==> src/rtl/stopwatch_ctrl_pkg.sv <==
// Shared definitions for the stopwatch controller: state encodings, the debounce
// default and the Moore output decode used by the FSM.
package stopwatch_defs;

  localparam logic [15:0] DEB_CYCLES_DEFAULT = 16'd50000;

  typedef enum logic [1:0] {
    IDLE = 2'b00,
    RUN  = 2'b01,
    LAP  = 2'b10,
    STOP = 2'b11
  } sw_state_e;

  typedef struct packed {
    logic enable;
    logic ncount_reset;
    logic freeze;
  } sw_out_t;

  function automatic sw_out_t decode_outputs(input sw_state_e st);
    sw_out_t o;
    case (st)
      IDLE:    o = '{enable: 1'b0, ncount_reset: 1'b0, freeze: 1'b0};
      RUN:     o = '{enable: 1'b1, ncount_reset: 1'b1, freeze: 1'b0};
      LAP:     o = '{enable: 1'b1, ncount_reset: 1'b1, freeze: 1'b1};
      STOP:    o = '{enable: 1'b0, ncount_reset: 1'b1, freeze: 1'b0};
      default: o = '{enable: 1'b0, ncount_reset: 1'b0, freeze: 1'b0};
    endcase
    return o;
  endfunction

endpackage

==> src/rtl/stopwatch_ctrl_btn_conditioner.sv <==
// Raw button -> 2-flop synchronizer -> optional debouncer -> 1-cycle rising-edge pulse.
// Debounce counter is built only when STOPWATCH_DEBOUNCE_EN is defined.
module btn_conditioner
  import stopwatch_defs::*;
#(
  parameter logic [15:0] DEB_CYCLES = DEB_CYCLES_DEFAULT
) (
  input  logic clk_i,
  input  logic rst_i,
  input  logic btn_i,
  output logic pulse_o
);

  logic sync1_q;
  logic sync2_q;
  logic clean_s;
  logic prev_q;
  logic pulse_q;

  // Two-flop synchronizer for the asynchronous button level
  always_ff @(negedge clk_i) begin
    if (rst_i) begin
      sync1_q <= 1'b0;
      sync2_q <= 1'b0;
    end else begin
      sync1_q <= btn_i;
      sync2_q <= sync1_q;
    end
  end

`ifdef STOPWATCH_DEBOUNCE_EN
  logic        level_q;
  logic        level_d;
  logic [15:0] cnt_q;
  logic [15:0] cnt_d;

  // Level flips on the DEB_CYCLES-th consecutive cycle of disagreement
  always_comb begin
    level_d = level_q;
    cnt_d   = 16'd0;
    if (sync2_q != level_q) begin
      if (({1'b0, cnt_q} + 17'd1) >= {1'b0, DEB_CYCLES}) begin
        level_d = sync2_q;
        cnt_d   = 16'd0;
      end else begin
        cnt_d = cnt_q + 16'd1;
      end
    end else begin
      cnt_d = 16'd0;
    end
  end

  always_ff @(negedge clk_i) begin
    if (rst_i) begin
      level_q <= 1'b0;
      cnt_q   <= 16'd0;
    end else begin
      level_q <= level_d;
      cnt_q   <= cnt_d;
    end
  end

  assign clean_s = level_q;
`else
  // Without debouncing the parameter has no effect; fold it into a sink net.
  logic unused_deb_s;
  assign unused_deb_s = ^DEB_CYCLES;
  assign clean_s      = sync2_q;
`endif

  // Registered rising-edge detector: one pulse per press, none on release
  always_ff @(negedge clk_i) begin
    if (rst_i) begin
      prev_q  <= 1'b0;
      pulse_q <= 1'b0;
    end else begin
      prev_q  <= clean_s;
      pulse_q <= clean_s & ~prev_q;
    end
  end

  assign pulse_o = pulse_q;

endmodule

==> src/rtl/stopwatch_ctrl.sv <==
// Stopwatch mode controller (IDLE/RUN/LAP/STOP) driven by three conditioned buttons.
// Define STOPWATCH_DEBOUNCE_EN to insert the DEB_CYCLES debouncer in each button path.
module stopwatch_ctrl
  import stopwatch_defs::*;
#(
  parameter logic [15:0] DEB_CYCLES = DEB_CYCLES_DEFAULT
) (
  input  logic       NEclk,
  input  logic       Reset,
  input  logic       Btn_start_stop,
  input  logic       Btn_lap,
  input  logic       Btn_clear,
  output logic       Enable,
  output logic       Ncount_reset,
  output logic       Freeze,
  output logic [1:0] State
);

  logic      ss_p_s;
  logic      lap_p_s;
  logic      clr_p_s;
  sw_state_e state_q;
  sw_state_e state_d;
  sw_out_t   out_q;
  sw_out_t   out_d;

  btn_conditioner #(.DEB_CYCLES(DEB_CYCLES)) u_cond_ss (
    .clk_i   (NEclk),
    .rst_i   (Reset),
    .btn_i   (Btn_start_stop),
    .pulse_o (ss_p_s)
  );

  btn_conditioner #(.DEB_CYCLES(DEB_CYCLES)) u_cond_lap (
    .clk_i   (NEclk),
    .rst_i   (Reset),
    .btn_i   (Btn_lap),
    .pulse_o (lap_p_s)
  );

  btn_conditioner #(.DEB_CYCLES(DEB_CYCLES)) u_cond_clr (
    .clk_i   (NEclk),
    .rst_i   (Reset),
    .btn_i   (Btn_clear),
    .pulse_o (clr_p_s)
  );

  always_ff @(negedge NEclk) begin
    if (Reset) begin
      state_q <= IDLE;
    end else begin
      state_q <= state_d;
    end
  end

  // Only pulses meaningful in the current state compete; clear > start_stop > lap
  always_comb begin
    state_d = state_q;
    case (state_q)
      IDLE: begin
        if (ss_p_s) state_d = RUN;
        else        state_d = IDLE;
      end
      RUN: begin
        if (ss_p_s)       state_d = STOP;
        else if (lap_p_s) state_d = LAP;
        else              state_d = RUN;
      end
      LAP: begin
        if (ss_p_s)       state_d = STOP;
        else if (lap_p_s) state_d = RUN;
        else              state_d = LAP;
      end
      STOP: begin
        if (clr_p_s)     state_d = IDLE;
        else if (ss_p_s) state_d = RUN;
        else             state_d = STOP;
      end
      default: state_d = IDLE;
    endcase
  end

  always_comb begin
    out_d = decode_outputs(state_d);
  end

  // Outputs registered alongside the state so they always match its decode
  always_ff @(negedge NEclk) begin
    if (Reset) begin
      out_q <= decode_outputs(IDLE);
    end else begin
      out_q <= out_d;
    end
  end

  assign State        = state_q;
  assign Enable       = out_q.enable;
  assign Ncount_reset = out_q.ncount_reset;
  assign Freeze       = out_q.freeze;

endmodule

==> config.mk <==
export PLATFORM = sky130hd
export DESIGN_NAME = stopwatch_ctrl
export DESIGN_NICKNAME = d
export VERILOG_FILES = /design/src/rtl/stopwatch_ctrl_pkg.sv /design/src/rtl/stopwatch_ctrl_btn_conditioner.sv /design/src/rtl/stopwatch_ctrl.sv
export SDC_FILE = /design/constraint.sdc
export NUM_CORES = 1
export LEC_CHECK = 0
export CAP_MARGIN = 20
export CORE_AREA = 4 4 41 43
export CTS_CLUSTER_SIZE = 12
export DETAILED_ROUTE_END_ITERATION = 6
export DIE_AREA = 0 0 45 47
export PLACE_DENSITY = 0.67
export RECOVER_POWER = 100
export SETUP_SLACK_MARGIN = 0.2
export SKIP_LAST_GASP = 1
export SYNTH_ARGS = -nofsm -noshare
export SYNTH_HDL_FRONTEND = slang
export SYNTH_HIERARCHICAL = 1
export SYNTH_SLANG_ARGS = --single-unit
==> constraint.sdc <==
create_clock -name NEclk -period 3 [get_ports NEclk]
set_input_delay 0.6 -clock NEclk [delete_from_list [all_inputs] [get_ports NEclk]]
set_output_delay 0.6 -clock NEclk [all_outputs]
set_load 0.01 [all_outputs]
==> impl_metrics.env, run 1 <==
export IMPL_overflow=0
export IMPL_syn2layout_area_growth_pct=30.6
export IMPL_htreeDepth=1
export IMPL_insertedDiodeCount=0
export IMPL_cts_sinks=17
export IMPL_die_h_um=47
export IMPL_finalSetupViolCount=0
export IMPL_drc=0
export IMPL_seq_area_frac_synth_pct=59.0
export IMPL_dr_total_vias=424
export IMPL_clockBufferDepth=2
export IMPL_maxCapViolCount=0
export IMPL_dieArea_um2=2120
export IMPL_layout_setup_ws_ns=0.0951
export IMPL_status="finished, final reports clean"
export IMPL_die_w_um=45
export IMPL_cts_hold_buf=0
export IMPL_finalNonFillerCells=97
export IMPL_dpl_instance_area_um2=716
export IMPL_required_ns=2.40
export IMPL_cp_buffers_inverters=1
export IMPL_critPathTopFamily="flip-flops"
export IMPL_clkLatencyLatePin_ns=0.35
export IMPL_synth_area_leaders="dfxtp_1 (59%), nor2b_1 (13%), nor3b_2 (6.5%)"
export IMPL_skew_ns=0.0119
export IMPL_seq_area_um2=340
export IMPL_crit_path_start_kind="flip-flop"
export IMPL_slew_headroom_pct=83.8
export IMPL_design_power_total_mw=0.454
export IMPL_gp_congestion=0.650
export IMPL_max_slew_worst_pin_slew_ns=0.241
export IMPL_criticalPathCategory="reg -> out"
export IMPL_synth_cells=52
export IMPL_ys_seq_elements=17
export IMPL_dr_pass1_iters=2
export IMPL_grt_use_met2_pct=16.4
export IMPL_wire_per_inst_um=8.51
export IMPL_hold_slack_ns=0.394
export IMPL_fillers=132
export IMPL_stdcell_area_um2=753
export IMPL_wirelength_um=825
export IMPL_met3_usage_pct=7.66
export IMPL_grt_pass1_vias=458
export IMPL_final_util_pct=57.9
export IMPL_final_antenna_net_count=0
export IMPL_cts_buffers_inserted=3
export IMPL_hold_class="reg -> reg"
export IMPL_grt_max_degree=13
export IMPL_grt_busiest_layer="met2"
export IMPL_critPathMaxStageDelay_ns=0.35
export IMPL_rsz0062_at_grt="yes"
export IMPL_cts_setup_buffers=0
export IMPL_ioPinCount=10
export IMPL_p_leak_nw=0.378
export IMPL_largest_register_ffs=2
export IMPL_cp_end_kind="output port"
export IMPL_dpl_hpwl_um=603
export IMPL_synth_cell_types=16
export IMPL_synth_area_leader_cell="dfxtp_1"
export IMPL_hold_viol_final=0
export IMPL_via_per_inst=4.37
export IMPL_arrival_ns=2.30
export IMPL_synth_cell_area_um2=577
export IMPL_place_inst=80
export IMPL_cts_tree="yes"
export IMPL_initial_core_util_pct=44.3
export IMPL_pre_cts_ws_ns=0.000951
export IMPL_synth_nets=59
export IMPL_drt_iter0_markers=3
export IMPL_clkTransAtPathRegs_ns=0.04
export IMPL_syn_avg_cell_area_um2=11.1
export IMPL_drive_gt1_share_pct=11.0
export IMPL_grtUsageTotal_pct=10.5
export IMPL_slowest_stage="dfxtp_1"
export IMPL_crit_chain="buf_6"
export IMPL_critPathMaxFanout=2
export IMPL_report_final_slew_viol_count=0
export IMPL_core_um2=1300
export IMPL_cellPowerDensity_nw_per_um2=603
export IMPL_final_nets=90
export IMPL_num_rows=13
export IMPL_use_met1_pct=7.69
export IMPL_peakVddDrop_mv=0.361
export IMPL_grt_pass1_wl_um=1530
export IMPL_synth_top_area_share_pct=59.0
export IMPL_multi_input_area_um2=206
export IMPL_antenna_found_initial=0
export IMPL_synth_warning_count=6
export IMPL_tns_ns=0
export IMPL_port_buffers=9
export IMPL_cts_root_buf="clkbuf_4"
## power breakdown
| part | leakage (nW) | total (mW) | internal, mW | switching [mW] |
|---|---|---|---|---|
| Combinational | 0.129 | 0.0215 | 0.0124 | 0.00905 |
| Clock | 0.110 | 0.195 | 0.0775 | 0.118 |
| Sequential | 0.139 | 0.238 | 0.235 | 0.00273 |
## final cells by class
cell class / instances / area share (%)
Clock inverter: 18 / 8.97
Tap cell: 15 / 2.49
Clock buffer: 3 / 2.99
Timing Repair Buffer: 13 / 13.0
Sequential cell: 17 / 45.2
Multi-Input combinational cell: 31 / 27.4
## final timing paths
path                            cells after the start        startpoint           endpoint  slack (ns)
worst max-delay path                                1          State[1]           State[1]         0.1
worst min-delay path                                1  u_cond_ss/prev_q  u_cond_ss/pulse_o        0.39
worst min register to register                      1  u_cond_ss/prev_q  u_cond_ss/pulse_o        0.39
worst max register to register                      5          State[0]             Enable        1.51
## synthesized netlist by cell type
library cell  count
nand2b_1          1
nor4_1            1
nor2_1            3
nor3b_2           3
a211oi_1          1
dfxtp_1          17
o211a_1           1
or3_1             1
ha_1              2
nor2b_1          12
o21ai_1           1
a21oi_1           1
nand3_1           1
inv_1             4
nor3_1            2
mux2_2            1
## repair_timing
item                       4_1_cts  5_1_grt
hold endpoints to repair         0        0
gates cloned                     0        0
setup endpoints to repair        5        5
pin swaps                        0        0
gates resized for setup         24        0
## kinds of logic after synthesis
family | share of synthesized area, %
mux | 1.95
buf+inv | 2.60
compound gates | 4.77
fa+ha+maj | 4.34
simple gates | 27.3
flops | 59.0
## layer usage
| layer | wire, µm | vias to the layer above |
|---|---|---|
| met1 | 356 | 185 |
| met5 | 0 | - |
| met2 | 404 | 10 |
| met4 | 0 | 0 |
| li1 | - | 229 |
| met3 | 64 | 0 |
## cells in the final DEF, fill, tap and decap left out, types with 3 or more instances in the layout
cell type,netlist,final
nor3b_1,0,3
nor2b_1,12,12
clkbuf_1,0,4
nor2_1,3,3
clkdlybuf4s50_1,0,3
clkbuf_4,0,3
inv_1,4,18
dfxtp_1,17,17
(Power assumes the default switching activity.)
==> run 2: changes to the inputs <==
- SKIP_CTS_REPAIR_TIMING: not set -> 1
==> impl_metrics.env, run 2 (synthesized netlist as in run 1, its figures left out) <==
export IMPL_crit_path_start_kind="flip-flop"
export IMPL_critPathCapture="State[1]"
export IMPL_criticalPathCategory="reg -> out"
export IMPL_critPathMaxStageDelay_ns=0.35
export IMPL_drive_gt1_share_pct=11.0
export IMPL_wirelength_um=828
export IMPL_cts_tree="yes"
export IMPL_p_leak_nw=0.378
export IMPL_initial_core_util_pct=44.3
export IMPL_cp_buffers_inverters=1
export IMPL_reg2reg_from="State[0]"
export IMPL_insertedDiodeCount=0
export IMPL_peakVddDrop_mv=0.361
export IMPL_arrival_ns=2.30
export IMPL_dr_total_vias=424
export IMPL_skew_ns=0.0119
export IMPL_status="finished, final reports clean"
export IMPL_core_um2=1300
export IMPL_via_per_inst=4.37
export IMPL_clkTransAtPathRegs_ns=0.04
export IMPL_clockBufferDepth=2
export IMPL_r2r_end="Enable"
export IMPL_pre_cts_ws_ns=0.000951
export IMPL_final_nets=90
export IMPL_layout_setup_ws_ns=0.0951
export IMPL_drt_iter0_markers=3
export IMPL_slew_headroom_pct=83.8
export IMPL_crit_chain="buf_6"
export IMPL_rsz0062_at_grt="yes"
export IMPL_die_h_um=47
export IMPL_rr_worst_depth=5
export IMPL_final_antenna_net_count=0
export IMPL_clkLatencyLatePin_ns=0.35
export IMPL_antenna_found_initial=0
export IMPL_max_slew_worst_pin_slew_ns=0.241
export IMPL_crit_start="State[1]"
export IMPL_required_ns=2.40
export IMPL_cp_depth=1
export IMPL_grt_pass1_vias=459
export IMPL_multi_input_area_um2=206
export IMPL_largest_register_ffs=2
export IMPL_dr_pass1_iters=2
export IMPL_drc=0
export IMPL_mostFrequentLayoutCells="inv_1 (18), dfxtp_1 (17), nor2b_1 (12), clkbuf_1 (4)"
export IMPL_seq_area_um2=340
export IMPL_grt_pass1_wl_um=1530
export IMPL_maxCapViolCount=0
export IMPL_cellPowerDensity_nw_per_um2=603
export IMPL_grtUsageTotal_pct=10.5
export IMPL_final_util_pct=57.9
export IMPL_syn2layout_area_growth_pct=30.6
export IMPL_cts_buffers_inserted=3
export IMPL_design_power_total_mw=0.454
export IMPL_cp_end_kind="output port"
export IMPL_final_common_cell="inv_1"
export IMPL_hold_viol_final=0
export IMPL_dieArea_um2=2120
export IMPL_finalSetupViolCount=0
export IMPL_gp_congestion=0.650
export IMPL_critPathMaxFanout=2
export IMPL_tns_ns=0
export IMPL_grt_max_degree=13
export IMPL_ioPinCount=10
export IMPL_hold_class="reg -> reg"
export IMPL_num_rows=13
export IMPL_wire_per_inst_um=8.54
export IMPL_slowest_stage="dfxtp_1"
export IMPL_fillers=134
export IMPL_overflow=0
export IMPL_port_buffers=9
export IMPL_dpl_hpwl_um=603
export IMPL_die_w_um=45
export IMPL_cts_root_buf="clkbuf_4"
export IMPL_rrSetupSlack_ns=1.51
export IMPL_htreeDepth=1
export IMPL_cts_sinks=17
export IMPL_report_final_slew_viol_count=0
export IMPL_critPathTopFamily="flip-flops"
==> run 2: cell counts in the layout (fill, tap and decap cells not counted) <==
Identical to the previous run, type by type.
==> run 2: how the worst min path moves through the flow <==
| stage | startpoint | endpoint | slack (ns) | depth (start not counted) |
|---|---|---|---|---|
| floorplan | u_cond_clr/prev_q | u_cond_clr/pulse_o | 0.39 | 1 |
| finish | u_cond_ss/prev_q | u_cond_ss/pulse_o | 0.39 | 1 |
| global placement | u_cond_lap/prev_q | u_cond_lap/pulse_o | 0.39 | 1 |
| global route | u_cond_ss/prev_q | u_cond_ss/pulse_o | 0.41 | 1 |
| detailed placement | u_cond_ss/prev_q | u_cond_ss/pulse_o | 0.40 | 1 |
| CTS | u_cond_ss/prev_q | u_cond_ss/pulse_o | 0.40 | 1 |
==> run 2: area by class of cell <==
cell class / instances / area share, %
Sequential cell: 17 / 45.2
Multi-Input combinational cell: 31 / 27.4
Timing Repair Buffer: 13 / 13.0
Clock inverter: 18 / 8.97
Clock buffer: 3 / 2.99
Tap cell: 15 / 2.49
==> run 2: routing by layer <==
| metal | GRT usage [%] | wire length, µm |
|---|---|---|
| met5 | 0 | 0 |
| met4 | 12.3 | 0 |
| met3 | 7.66 | 65 |
| met2 | 16.4 | 404 |
| met1 | 7.69 | 357 |
==> run 2: stage by stage <==
step | area [µm²] | hold WS (ns) | std cells
floorplan | 577 | 0.389 | 52
global route | 753 | 0.405 | 97
CTS | 791 | 0.405 | 97
detailed placement | 716 | 0.398 | 80
finish | 753 | 0.394 | 97
global placement | 716 | 0.393 | 80
==> run 2: power by group <==
group / switching [mW] / total, mW / internal, mW
clock network: 0.118 / 0.195 / 0.0775
registers: 0.00274 / 0.238 / 0.235
logic: 0.00905 / 0.0215 / 0.0124
total: 0.129 / 0.454 / 0.325
==> run 3: changes to the inputs <==
- RECOVER_POWER: 100 -> not set
==> impl_metrics.env, run 3 (synthesized netlist as in run 1, its figures left out) <==
export IMPL_status="finished, final reports clean"
export IMPL_port_buffers=9
export IMPL_grtUsageTotal_pct=10.5
export IMPL_dpl_hpwl_um=603
export IMPL_fillers=126
export IMPL_insertedDiodeCount=0
export IMPL_multi_input_area_um2=221
export IMPL_dieArea_um2=2120
export IMPL_cts_sinks=17
export IMPL_dpl_instance_area_um2=716
export IMPL_cp_buffers_inverters=1
export IMPL_final_nets=90
export IMPL_die_h_um=47
export IMPL_final_common_cell="inv_1"
export IMPL_p_comb_share_pct=5.2
export IMPL_slew_headroom_pct=84.2
export IMPL_rr_worst_depth=5
export IMPL_crit_chain="buf_6"
export IMPL_critPathMaxFanout=2
export IMPL_largest_register_ffs=2
export IMPL_slowest_stage="dfxtp_2"
export IMPL_maxCapViolCount=0
export IMPL_swShare_pct=28.6
export IMPL_drt_iter0_markers=3
export IMPL_rrSetupSlack_ns=1.52
export IMPL_critPathTopFamily="flip-flops"
export IMPL_mostFrequentLayoutCells="inv_1 (18), dfxtp_1 (15), nor2b_1 (12), clkdlybuf4s50_1 (4), buf_4 (4)"
export IMPL_r2r_end="Enable"
export IMPL_finalSetupViolCount=0
export IMPL_wirelength_um=820
export IMPL_gp_congestion=0.650
export IMPL_p_leak_nw=0.403
export IMPL_hold_path_endpoint="u_cond_clr/pulse_o"
export IMPL_syn2layout_area_growth_pct=35.4
export IMPL_hold_depth=1
export IMPL_cp_end_kind="output port"
export IMPL_cts_buffers_inserted=3
export IMPL_seq_area_um2=343
export IMPL_drive_gt1_share_pct=22.0
export IMPL_die_w_um=45
export IMPL_wire_per_inst_um=8.45
export IMPL_drc=0
export IMPL_holdCritStartpoint="u_cond_clr/prev_q"
export IMPL_skew_ns=0.0129
export IMPL_critPathMaxStageDelay_ns=0.32
export IMPL_p_int_mw=0.327
export IMPL_peakVddDrop_mv=0.361
export IMPL_grt_pass1_wl_um=1530
export IMPL_required_ns=2.40
export IMPL_overflow=0
export IMPL_p_seq_share_pct=52.0
export IMPL_antenna_found_initial=0
export IMPL_arrival_ns=2.27
export IMPL_cellPowerDensity_nw_per_um2=586
export IMPL_hold_viol_final=0
export IMPL_power_switching_mw=0.131
export IMPL_initial_core_util_pct=44.3
export IMPL_stdcell_area_um2=781
export IMPL_crit_path_start_kind="flip-flop"
export IMPL_num_rows=13
export IMPL_core_um2=1300
export IMPL_reg2reg_from="State[0]"
export IMPL_dr_pass1_iters=2
export IMPL_final_util_pct=60.0
export IMPL_report_final_slew_viol_count=0
export IMPL_ioPinCount=10
export IMPL_grt_pass1_vias=459
export IMPL_hold_class="reg -> reg"
export IMPL_max_slew_worst_pin_slew_ns=0.235
export IMPL_dr_total_vias=422
export IMPL_clkLatencyLatePin_ns=0.35
export IMPL_cts_tree="yes"
export IMPL_grt_max_degree=13
export IMPL_clockBufferDepth=2
export IMPL_clkTransAtPathRegs_ns=0.04
export IMPL_htreeDepth=1
export IMPL_cts_root_buf="clkbuf_4"
export IMPL_criticalPathCategory="reg -> out"
export IMPL_rsz0062_at_grt="yes"
export IMPL_final_antenna_net_count=0
export IMPL_via_per_inst=4.35
export IMPL_p_clk_share_pct=42.8
==> run 3: cell count changes in the layout (fill, tap and decap cells not counted), moves of 2 or more <==
cell	change
buf_2	+3
buf_4	+2
clkbuf_1	-4
dfxtp_1	-2
dfxtp_2	+2
nor3b_1	-3
nor3b_2	+3
==> run 3: routing by layer <==
metal	vias up	global-route usage, %	part of all wire [%]
li1	230	-	-
met1	182	7.69	43
met2	10	16.4	49
met3	0	7.66	7.8
met4	0	12.3	0
met5	-	0	0
==> run 3: cell type report <==
type                       instances  area share [%]
sequential                        17            43.9
multi-input combinational         31            28.4
timing repair buffer              13            13.8
clock inverter                    18            8.65
clock buffer                       3            2.88
tap                               15            2.40
==> run 3: power by group through the flow <==
| stage | Clock (mW) | Sequential [mW] | Combinational, mW |
|---|---|---|---|
| final | 0.196 | 0.238 | 0.0237 |
| after global routing | 0.247 | 0.238 | 0.0261 |
| after CTS | 0.207 | 0.238 | 0.0250 |
| after detailed placement | 0.0436 | 0.241 | 0.0248 |
| after global placement | 0.0436 | 0.241 | 0.0247 |
| after floorplan | 0.0436 | 0.242 | 0.00856 |
==> run 3: worst max-delay path by stage <==
stage                        start           endpoint  slack, ns  cells past startpoint
after global placement       Reset  u_cond_ss/pulse_o      0.006                      3
after global routing      State[1]           State[1]       0.08                      1
final                     State[1]           State[1]       0.13                      1
after CTS                 State[1]           State[1]      -0.33                      1
after floorplan           State[1]           State[1]       0.47                      0
after detailed placement     Reset  u_cond_ss/pulse_o      0.001                      3
==> run 3: metrics by stage <==
stage / setup slack (ns) / cells / power [mW] / setup TNS [ns] / hold WS, ns
4_1_cts: -0.329 / 97 / 0.470 / -1.49 / 0.405
6_report: 0.129 / 97 / 0.457 / 0 / 0.407
2_1_floorplan: 0.468 / 52 / 0.294 / 0 / 0.389
3_5_place_dp: 0.000951 / 80 / 0.309 / 0 / 0.398
3_3_place_gp: 0.00600 / 80 / 0.309 / 0 / 0.393
5_1_grt: 0.0754 / 97 / 0.511 / 0 / 0.411
